==> src/rtl/aetherling_pkg.sv <==
// Shared types and constants for the aetherling uint8 streaming blocks.
package aetherling_pkg;

    typedef logic [7:0] uint8_t;

    localparam uint8_t UINT8_MAX = 8'd255;

endpackage

==> src/rtl/reduce_result_fifo.sv <==
// Small result FIFO for reduce_add_uint8: power-of-two depth, 8-bit entries.
// The parent only asserts push when the write is accepted and only asserts
// pop when the FIFO is non-empty. Storage is reset so head data is never X.
module reduce_result_fifo
    import aetherling_pkg::*;
#(
    parameter int FIFO_DEPTH = 2
) (
    input  logic   clk,
    input  logic   rst_n,
    input  logic   push,
    input  uint8_t push_data,
    input  logic   pop,
    output logic   full,
    output logic   empty,
    output uint8_t head
);

    localparam int PTR_W = (FIFO_DEPTH > 1) ? $clog2(FIFO_DEPTH) : 1;
    localparam int CNT_W = $clog2(FIFO_DEPTH + 1);

    uint8_t             mem_q [FIFO_DEPTH];
    uint8_t             mem_d [FIFO_DEPTH];
    logic [PTR_W-1:0]   wr_ptr_q, wr_ptr_d;
    logic [PTR_W-1:0]   rd_ptr_q, rd_ptr_d;
    logic [CNT_W-1:0]   count_q, count_d;

    // Next-state for storage, pointers and occupancy; pointers wrap naturally.
    always_comb begin
        mem_d    = mem_q;
        wr_ptr_d = wr_ptr_q;
        rd_ptr_d = rd_ptr_q;
        count_d  = count_q;
        if (push) begin
            mem_d[wr_ptr_q] = push_data;
            wr_ptr_d        = wr_ptr_q + PTR_W'(1);
        end
        if (pop) begin
            rd_ptr_d = rd_ptr_q + PTR_W'(1);
        end
        case ({push, pop})
            2'b10:   count_d = count_q + CNT_W'(1);
            2'b01:   count_d = count_q - CNT_W'(1);
            default: count_d = count_q;
        endcase
    end

    // FIFO state registers, cleared asynchronously.
    always_ff @(posedge clk or negedge rst_n) begin
        if (!rst_n) begin
            for (int i = 0; i < FIFO_DEPTH; i++) begin
                mem_q[i] <= '0;
            end
            wr_ptr_q <= '0;
            rd_ptr_q <= '0;
            count_q  <= '0;
        end else begin
            mem_q    <= mem_d;
            wr_ptr_q <= wr_ptr_d;
            rd_ptr_q <= rd_ptr_d;
            count_q  <= count_d;
        end
    end

    assign full  = (count_q == CNT_W'(FIFO_DEPTH));
    assign empty = (count_q == '0);
    assign head  = mem_q[rd_ptr_q];

endmodule

==> src/rtl/reduce_add_uint8.sv <==
// Streaming reduction: sums each group of N uint8 products into one uint8
// result and buffers results in a small FIFO with a valid/ready output.
// Define SATURATE_EN to make the add saturate at 255 instead of wrapping.
// Input side cannot stall: a result arriving while the FIFO is full (and not
// popping) is dropped and the sticky overflow flag is set.
module reduce_add_uint8
    import aetherling_pkg::*;
#(
    parameter int N          = 4,
    parameter int FIFO_DEPTH = 2
) (
    input  logic   clk,
    input  logic   rst_n,
    input  uint8_t I,
    input  logic   valid_in,
    output uint8_t O,
    output logic   valid_out,
    input  logic   ready_out,
    output logic   overflow
);

    localparam int CNT_W = (N > 1) ? $clog2(N) : 1;

    // Group adder: wraps mod 256, or clamps to 255 when saturation is built in.
    function automatic uint8_t add_op(input uint8_t a, input uint8_t b);
`ifdef SATURATE_EN
        logic [8:0] sum;
        sum    = {1'b0, a} + {1'b0, b};
        add_op = (sum > {1'b0, UINT8_MAX}) ? UINT8_MAX : sum[7:0];
`else
        add_op = a + b;
`endif
    endfunction

    uint8_t           acc_q, acc_d;
    logic [CNT_W-1:0] cnt_q, cnt_d;
    logic             overflow_q, overflow_d;

    uint8_t group_sum;
    logic   group_done;
    logic   fifo_push;
    logic   fifo_pop;
    logic   fifo_full;
    logic   fifo_empty;
    uint8_t fifo_head;

    // Accumulate, decide push vs drop, and update the sticky overflow flag.
    always_comb begin
        group_sum  = add_op(acc_q, I);
        group_done = valid_in && (cnt_q == CNT_W'(N - 1));
        fifo_pop   = !fifo_empty && ready_out;
        // A full FIFO still accepts the write when its head leaves on this edge.
        fifo_push  = group_done && (!fifo_full || fifo_pop);
        acc_d      = acc_q;
        cnt_d      = cnt_q;
        overflow_d = overflow_q;
        if (valid_in) begin
            if (group_done) begin
                // Restart even on a drop so later groups stay aligned.
                acc_d = '0;
                cnt_d = '0;
                if (!fifo_push) begin
                    overflow_d = 1'b1;
                end
            end else begin
                acc_d = group_sum;
                cnt_d = cnt_q + CNT_W'(1);
            end
        end
    end

    // Accumulator, group counter and overflow flag registers.
    always_ff @(posedge clk or negedge rst_n) begin
        if (!rst_n) begin
            acc_q      <= '0;
            cnt_q      <= '0;
            overflow_q <= 1'b0;
        end else begin
            acc_q      <= acc_d;
            cnt_q      <= cnt_d;
            overflow_q <= overflow_d;
        end
    end

    reduce_result_fifo #(
        .FIFO_DEPTH (FIFO_DEPTH)
    ) u_fifo (
        .clk       (clk),
        .rst_n     (rst_n),
        .push      (fifo_push),
        .push_data (group_sum),
        .pop       (fifo_pop),
        .full      (fifo_full),
        .empty     (fifo_empty),
        .head      (fifo_head)
    );

    assign O         = fifo_head;
    assign valid_out = !fifo_empty;
    assign overflow  = overflow_q;

endmodule

==> config.mk <==
export PLATFORM = sky130hd
export DESIGN_NAME = reduce_add_uint8
export DESIGN_NICKNAME = d
export VERILOG_FILES = /design/src/rtl/aetherling_pkg.sv /design/src/rtl/reduce_result_fifo.sv /design/src/rtl/reduce_add_uint8.sv
export SDC_FILE = /design/constraint.sdc
export NUM_CORES = 1
export LEC_CHECK = 0
export CAP_MARGIN = 20
export CELL_PAD_IN_SITES_DETAIL_PLACEMENT = 2
export CELL_PAD_IN_SITES_GLOBAL_PLACEMENT = 2
export CORE_ASPECT_RATIO = 0.8
export CORE_MARGIN = 10
export CORE_UTILIZATION = 33
export DETAILED_ROUTE_END_ITERATION = 6
export GPL_ROUTABILITY_DRIVEN = 0
export PLACE_DENSITY_LB_ADDON = 0.25
export SLEW_MARGIN = 20
export SYNTH_ARGS = -nofsm -noshare
export SYNTH_HDL_FRONTEND = slang
export SYNTH_SLANG_ARGS = --single-unit
==> constraint.sdc <==
create_clock -name clk -period 1.75 [get_ports clk]
set_input_delay 0.35 -clock clk [delete_from_list [all_inputs] [get_ports clk]]
set_output_delay 0.35 -clock clk [all_outputs]
set_load 0.02 [all_outputs]
Word-level counts from Yosys, hierarchy flattened --
Cells that the tools add are included. W data, S select, Z words.
Word-level totals: register bits after elaboration 31
Cells by class: add/sub/neg operators 6, order comparisons 3, equality and inequality tests 4, mux-type cells 9, bitwise logic cells 3, reductions and logical operators 10
Operators with widths (count):
- $mux W8 | 5
- $bwmux W16 | 1
- $add A8 B8 Y8 | 1
- $demux W8 S1 | 1
- $eq A2 B2 Y1 const B | 3
- $add A2 B1 Y2 const B | 2
- $ge A2 B2 Y1 const B | 2
- $logic_and A1 B1 Y1 | 4
- $not A1 Y2 | 2
- $pmux W2 S2 | 1
- $reduce_and A3 Y1 | 1
- $add A1 B1 Y1 const B | 2
- $eq A2 B1 Y1 const B | 1
- $logic_not A1 Y1 | 2
- $logic_not A2 Y1 | 1
- $lt A2 B1 Y1 const B | 1
- $mux W2 | 1
- $reduce_bool A2 Y1 | 1
- $sub A2 B1 Y2 const B | 1
- $logic_or A1 B1 Y1 | 1
- $not A1 Y1 | 1

Depth between registers and ports, before layout --
Gate-level depths: netlist (run 1).
word-level depth 7, depth in mapped cells 7, depth with buffers taken out 7

Hierarchy --
Synthesis (run 1) repeated with hierarchy kept, for this count alone.
Second synthesis, totals: cell total of the unflattened synthesis 146, area, all modules 1685.4 um^2
Modules (own cells, without submodules):
- reduce_result_fifo | instances 1, cells an instance 57, area an instance 867.1 um^2, seq. area each 500.5 um^2
- reduce_add_uint8 | instances 1, cells an instance 89, area an instance 818.3 um^2, seq. area each 275.3 um^2

Worst setup path after synthesis (run 1) --
No wires, ideal clock.
kind register to register, start point reg acc_q[0], end point reg u_fifo.mem_q[6] in the netlist's numbering, library setup time 0.128 ns, data arrival time 1.784 ns, slack -0.161 ns, cell stages (with the launch flop) 8, path buffers 0, cell sequence dfrtp_1 -> ha_1 -> fa_1 -> a211oi_2 -> o21bai_1 -> a21oi_1 -> xnor2_1 -> mux2_1
On the way: longest elaborated chain between the ends 2
Ends and longest elaborated chain:
- from (decl) | line reduce_add_uint8.sv:35 | uint8_t acc_q, acc_d;
- from (signal assigned) | line reduce_add_uint8.sv:75 | acc_q <= '0;
- from (signal assigned) | line reduce_add_uint8.sv:79 | acc_q <= acc_d;
- $add A8 B8 Y8 | line reduce_add_uint8.sv:31 | add_op = a + b;
- $bwmux W16 | line reduce_result_fifo.sv:35 | mem_d[wr_ptr_q] = push_data;
- to (signal assigned) | line reduce_result_fifo.sv:58 | mem_q <= mem_d;
- to (decl) | line reduce_result_fifo.sv:22 | uint8_t mem_q [FIFO_DEPTH];
Every way passes these cells. A chain may end at the register's enable or synchronous reset.

Worst setup path in the final report (run 1) --
Ends and elaborated chain as after synthesis.

==> out/results.ini, run 1 <==
[power]
p_int_mw = 2.85
pwr-share-clk = 0.114
peakVddDrop_v = 0.000885
power.switching_mw = 1.97
switching_share = 0.408
finalPower_mw = 4.81
powerDensity_mw_per_mm2 = 2060
p_seq_frac = 0.278
power_leakage_nw = 1.06
comb_power_share = 0.608

[yosys]
yosys_warnings = 0
ys_seq_area_frac = 0.473
synthCells = 135
synth_area_mm2 = 0.00164
synth_nets = 157
synth_cell_types = 37
syn_avg_cell_area_um2 = 12.2
ys_seq_elements = 31

[route]
wire_per_inst_um = 21.3
routed_wirelength_um = 5310
drt_iter0_drc = 42
via_per_inst = 5.04
ant_nets = 0
vias = 1254
firstDrtPassIters = 4
post-route-drc-count = 0

[setup_path]
critPathKind = flop to flop
crit_slowest_cell = dfrtp_1
critPathCaptureType = flop
cp_num_buf_inv = 0
required_ns = 1.91
critPathTopFamily = compound AO/OA/AOI/OAI gates
critPathMaxFanout = 3
rrSetupSlack_ns = -0.30
critPathArrivalTime_ns = 2.21
r2r_start = acc_q[0]
critical-path-max-stage-delay_ns = 0.41
r2r_cells = 7
path_cells = ha_4 > fa_2 > a211oi_2 > o21bai_1 > a21oi_2 > xnor2_2 > mux2_4
start_kind = flop
reg2reg_to = u_fifo.mem_q[6]

[die]
rows = 22
start_util = 0.349
io-pin-count = 22
die_h_um = 83.1
dieArea_mm2 = 0.00821
core_mm2 = 0.00471
die_w_um = 98.9

[outcome]
status = finished with violations
violations = negative setup slack

[final_layout]
final_cell_mix = 30 x dfrtp_1, 21 x buf_4, 10 x clkdlybuf4s50_1, 10 x buf_6, 8 x nand2_1
final_area_mm2 = 0.00234
areaGrowthSynthToFinish_pct = 42.5
fin_nets = 210
layout_commonest_cell = dfrtp_1
diodes = 0
fin_util = 0.497
drive_above_1_share = 0.418

[timing]
period_needed_ns = 2.05
fin_skew_ns = 0.0106
setup_violations = 15
post-route-period-util = 1.17
finalSetupTns_ns = -2.56
tightest_slew_ns = 0.423
max_freq_ghz = 0.488
hold_viol = 0
drv_slew = 0
max_slew_margin = 0.718
rsz0062_at_grt = yes
worst_slack_ns = -0.301

[global_routing]
grt_pass1_wl_um = 7970
antenna_found_initial = 0
grt_pass1_vias = 1495
grt_max_degree = 32
grt_use_total = 0.119
overflow = 0

[cts]
tritoncts = done
cts_buffers = 5
cts_max_level = 2
clkSlewWorstSetupHoldPaths_ns = 0.07
clock_latency_ns = 0.28
clock-sinks = 31
cts_root_buf = clkbuf_8
hold_buffers = 0
max-clock-path-buffers = 2

[placed_design]
numPortBuffers = 21
place_area_mm2 = 0.00207
post-place-ws_ns = -0.622
dp.final_hpwl_um = 3360

[worst_hold_path]
hp-class = input port to async pin

[flow_run]
maxCapViolCount = 0

[kinds of logic after synthesis]
kind of cell               after synthesis  synth area share
DFF                                     31             0.473
buffers and inverters                    9            0.0221
and+or+nand+nor                         27            0.0983
AOI/OAI and AO/OA                       29             0.135
adders and majority gates               10            0.0808
xor gates and xnor gates                11            0.0701
muxes                                   18             0.121
[power groups by stage]
stage	Clock [mW]	Combinational, mW	Sequential [mW]
finish	0.550	2.93	1.34
CTS	0.558	2.45	1.31
global placement	0	2.26	1.28
detailed placement	0	2.39	1.32
global route	0.615	3.18	1.39
floorplan	0	1.46	1.26
[through the flow]
step | hold slack, ns | instances
floorplan | 0.0544 | 135
global placement | 0.459 | 233
detailed placement | 0.480 | 233
CTS | 0.481 | 245
global route | 0.503 | 249
finish | 0.472 | 249
[worst reg2reg max path, delay by kind of cell, from the launching register on]
family | cells | cell delay, ns
AO/OA/AOI/OAI | 3 | 0.56
XOR/XNOR | 1 | 0.13
adder cells (fa/ha/maj) | 2 | 0.55
flip-flops | 1 | 0.41
multiplexers | 1 | 0.28
[flip-flops by register name, summed over array words and instances (netlist names)]
| register | flops |
|---|---|
| u_fifo.mem_q | 16 |
| acc_q | 8 |
| cnt_q | 2 |
| u_fifo.count_q | 2 |
| overflow | 1 |
| u_fifo.rd_ptr_q | 1 |
| u_fifo.wr_ptr_q | 1 |
[layer usage]
metal	vias to the layer above	part of all wire	track usage
met2	23	0.51	0.201
met5	-	0	0
met1	655	0.44	0.141
li1	574	-	-
met4	0	0.0019	0.0310
met3	2	0.040	0.0373
[how the worst max path moves through the flow]
| stage | start | endpoint | slack (ns) | cells past startpoint |
|---|---|---|---|---|
| 5_1_grt | acc_q[0] | u_fifo.mem_q[6] | -0.34 | 7 |
| 6_report | acc_q[0] | u_fifo.mem_q[6] | -0.30 | 7 |
| 4_1_cts | acc_q[0] | u_fifo.mem_q[6] | -0.27 | 7 |
| 2_1_floorplan | acc_q[0] | u_fifo.mem_q[6] | -0.07 | 7 |
| 3_3_place_gp | I[0] | u_fifo.mem_q[6] | -0.53 | 8 |
| 3_5_place_dp | I[0] | u_fifo.mem_q[6] | -0.62 | 8 |
[repair_timing]
item                       4_1_cts  5_1_grt
gates resized for setup         38       32
pin swaps                       10       12
setup endpoints to repair       24       27
setup buffers                    4        6
[synthesized netlist by cell type, drive strengths merged]
| cell | instances | area, µm² |
|---|---|---|
| dfrtp | 31 | 776 |
| mux2 | 15 | 169 |
| o21ai | 10 | 50.1 |
| ha | 9 | 113 |
| nand2 | 9 | 36.3 |
| nor2 | 8 | 37.5 |
| xnor2 | 7 | 61.3 |
| inv | 6 | 22.5 |
| a21oi | 5 | 25.0 |
| o2bb2ai | 4 | 35.0 |
| xor2 | 4 | 53.8 |
| buf | 3 | 13.8 |
| mux2i | 3 | 30.0 |
| nand3b | 3 | 35.0 |
| a211oi | 2 | 25.0 |
| a22o | 2 | 17.5 |
| a21o | 1 | 7.51 |
| a31o | 1 | 8.76 |
| and2 | 1 | 6.26 |
| and3 | 1 | 6.26 |
| fa | 1 | 20.0 |
| nand2b | 1 | 6.26 |
| nand4b | 1 | 8.76 |
| nor2b | 1 | 6.26 |
| nor3b | 1 | 12.5 |
| o21a | 1 | 7.51 |
| o21bai | 1 | 7.51 |
| o31ai | 1 | 21.3 |
| o32ai | 1 | 16.3 |
| or2 | 1 | 6.26 |
[final cells by class]
type,count,area (µm²)
timing repair buffer,49,422
tap,60,75.1
fill,459,2370
inverter,6,22.5
sequential,31,777
multi-input combinational,95,961
clock buffer,7,76.3
clock inverter,1,5.00
(Power assumes the default switching activity.)
==> run 2, diff against run 1 <==
--- a/config.mk
+++ b/config.mk
@@ -11,6 +11,7 @@
 export CORE_ASPECT_RATIO = 0.8
 export CORE_MARGIN = 10
 export CORE_UTILIZATION = 33
+export CTS_CLUSTER_SIZE = 20
 export DETAILED_ROUTE_END_ITERATION = 6
 export GPL_ROUTABILITY_DRIVEN = 0
 export PLACE_DENSITY_LB_ADDON = 0.25
@@ -18,3 +19,4 @@
 export SYNTH_ARGS = -nofsm -noshare
 export SYNTH_HDL_FRONTEND = slang
 export SYNTH_SLANG_ARGS = --single-unit
+export TNS_END_PERCENT = 100
==> results of run 2 <==
Same layout as run 1: the final DEF is identical, and so are final timing and power.
==> run 3, diff against run 2 <==
--- a/config.mk
+++ b/config.mk
@@ -14,7 +14,7 @@
 export CTS_CLUSTER_SIZE = 20
 export DETAILED_ROUTE_END_ITERATION = 6
 export GPL_ROUTABILITY_DRIVEN = 0
-export PLACE_DENSITY_LB_ADDON = 0.25
+export PLACE_DENSITY_LB_ADDON = 0.1
 export SLEW_MARGIN = 20
 export SYNTH_ARGS = -nofsm -noshare
 export SYNTH_HDL_FRONTEND = slang
==> out/results.ini, run 3 (synthesis results as in run 1) <==
[cts]
cts_buffers = 5  ; unchanged
clkSlewWorstSetupHoldPaths_ns = 0.07  ; about the same
clock-sinks = 31  ; unchanged
clock_latency_ns = 0.28  ; about the same
hold_buffers = 0  ; unchanged
max-clock-path-buffers = 2  ; unchanged
tritoncts = done
cts_root_buf = clkbuf_8
cts_max_level = 2  ; unchanged

[timing]
worst_slack_ns = -0.229  ; +0.0722 ns
drv_slew = 0  ; unchanged
fin_skew_ns = 0.00935  ; -0.00121 ns
rsz0062_at_grt = yes
period_needed_ns = 1.98  ; -0.0722 ns
post-route-period-util = 1.13  ; -0.0412
tightest_slew_ns = 0.417  ; -0.00595 ns
max_slew_margin = 0.722  ; +0.00397
finalSetupTns_ns = -1.42  ; +1.14 ns
setup_violations = 8  ; -7
hold_viol = 0  ; unchanged
max_freq_ghz = 0.505  ; +3.6%

[setup_path]
crit_start = acc_q[0]
crit_slowest_cell = dfrtp_1
critPathArrivalTime_ns = 2.14  ; -0.07 ns
r2r_cells = 8  ; +1
critPathKind = flop to flop
critPathCaptureType = flop
required_ns = 1.91  ; about the same
path_cells = ha_2 > fa_2 > buf_4 > buf_6 > a21o_1 > a21oi_2 > xor2_2 > mux2i_1
reg2reg_to = u_fifo.mem_q[12]
critPathTopFamily = adder cells
start_kind = flop
cp_num_buf_inv = 2  ; +2
crit_cells = 8  ; +1
critPathMaxFanout = 3  ; unchanged
r2r_start = acc_q[0]
worstSetupEndpoint = u_fifo.mem_q[12]
rrSetupSlack_ns = -0.23  ; +0.07 ns
critical-path-max-stage-delay_ns = 0.39  ; -0.02 ns

[power]
pwr-share-clk = 0.151  ; +0.037
p_int_mw = 2.97  ; +4.3%
p_seq_frac = 0.275  ; -0.003
power_leakage_nw = 1.06  ; +0.65%
comb_power_share = 0.573  ; -0.035
peakVddDrop_v = 0.000925  ; +4.5%
power.switching_mw = 1.91  ; -2.6%
switching_share = 0.392  ; -0.0164
powerDensity_mw_per_mm2 = 2060  ; about the same
finalPower_mw = 4.88  ; +1.5%

[worst_hold_path]
hp-class = input port to async pin

[placed_design]
dp.final_hpwl_um = 3420  ; +1.8%
post-place-ws_ns = -0.603  ; +0.0191 ns
placed_cells = 233  ; unchanged
numPortBuffers = 21  ; unchanged

[route]
via_per_inst = 4.92  ; -2.4%
routed_wirelength_um = 4860  ; -8.5%
ant_nets = 0  ; unchanged
post-route-drc-count = 0  ; unchanged
wire_per_inst_um = 19.6  ; -8.2%
drt_iter0_drc = 25  ; -40%
vias = 1219  ; -2.8%
firstDrtPassIters = 2  ; -2

[outcome]
status = finished with violations
violations = negative setup slack

[global_routing]
antenna_found_initial = 0  ; unchanged
grt_busiest_layer = met2
grt_use_met2 = 0.198  ; -0.00294
grt_use_total = 0.117  ; -0.00171
grtUsageMet3 = 0.0356  ; -0.00166
overflow = 0  ; unchanged
grt_pass1_wl_um = 7710  ; -3.3%
grtUsageMet1 = 0.141  ; about the same
grt_max_degree = 32  ; unchanged
grt_pass1_vias = 1426  ; -4.6%

[final_layout]
drive_above_1_share = 0.426  ; +0.00754
layout_commonest_cell = dfrtp_1
reg_top3 = u_fifo.mem_q: 16 flops, acc_q: 8 flops
fin_util = 0.504  ; +0.00718
largest_reg_flops = 16  ; unchanged
max_flop_register = u_fifo.mem_q
fin_nets = 209  ; -0.48%
fillerInstances = 473  ; +3.1%
instances_no_fill = 248  ; -0.40%
diodes = 0  ; unchanged
final_cell_mix = 29 x dfrtp_1, 25 x buf_4, 8 x mux2_2, 8 x nand2_1
areaGrowthSynthToFinish_pct = 44.5

[die]
dieArea_mm2 = 0.00821  ; unchanged
die_w_um = 98.9  ; unchanged
start_util = 0.349  ; unchanged
io-pin-count = 22  ; unchanged
core_mm2 = 0.00471  ; unchanged
rows = 22  ; unchanged
die_h_um = 83.1  ; unchanged

[flow_run]
maxCapViolCount = 0  ; unchanged

[run 3: changes by cell type in the layout (fill, tap and decap cells not counted), moves of 2 or more]
cell             before  now
buf_6                10    2
buf_4                21   25
clkdlybuf4s50_1      10    7
dlygate4sd2_1         3    6
buf_2                 3    5
clkbuf_1              2    0
clkbuf_2              2    0
xnor2_2               3    1
[run 3: repair_timing]
action / in CTS / in global routing
endpoints found under the setup margin: 24 / 19
endpoints found under the hold margin: 0 / 0
setup buffers: 4 / 4
pin swaps: 17 / 18
resized for setup: 49 / 14
[run 3: how the worst min path moves through the flow]
| stage | startpoint | end | slack, ns | cells past startpoint |
|---|---|---|---|---|
| final | rst_n | acc_q[7] | 0.47 | 2 |
| after detailed placement | overflow | overflow | 0.46 | 1 |
| after global routing | rst_n | u_fifo.mem_q[15] | 0.49 | 2 |
| after global placement | overflow | overflow | 0.45 | 1 |
| after CTS | rst_n | u_fifo.mem_q[1] | 0.48 | 2 |
| after floorplan | rst_n | acc_q[0] | 0.05 | 0 |
[run 3: worst register-to-register path: stages, from the launching register on]
cell,delay (ns)
dfrtp_1,0.39
ha_2,0.19
fa_2,0.36
buf_4,0.15
buf_6,0.11
a21o_1,0.18
a21oi_2,0.19
xor2_2,0.20
mux2i_1,0.10
[run 3: per-stage QoR]
| stage | hold slack [ns] | area (µm²) |
|---|---|---|
| CTS | 0.477 | 2300 |
| detailed placement | 0.465 | 2070 |
| global route | 0.486 | 2370 |
| global placement | 0.450 | 2070 |
| floorplan | 0.0544 | 1650 |
| finish | 0.474 | 2370 |
[run 3: cell type report]
type,instances,area [µm²],area share
clock inverters,2,35.0,0.0148
well taps,60,75.1,0.0316
multi-input cells,95,991,0.418
flip-flops and latches,31,778,0.328
inverters,6,22.5,0.00949
clock buffers,6,82.6,0.0348
repair buffers,48,388,0.164
[run 3: power groups by stage]
| stage | Combinational, mW | Clock [mW] | Sequential (mW) |
|---|---|---|---|
| floorplan | 1.46 | 0 | 1.26 |
| global placement | 2.27 | 0 | 1.27 |
| detailed placement | 2.41 | 0 | 1.32 |
| CTS | 2.60 | 0.752 | 1.34 |
| global route | 3.06 | 0.801 | 1.39 |
| finish | 2.80 | 0.739 | 1.34 |
[run 3: layer usage]
layer,share of wire,wire (µm)
met2,0.50,2450
met4,0.0033,16
met3,0.037,181
met1,0.46,2210
met5,0,0
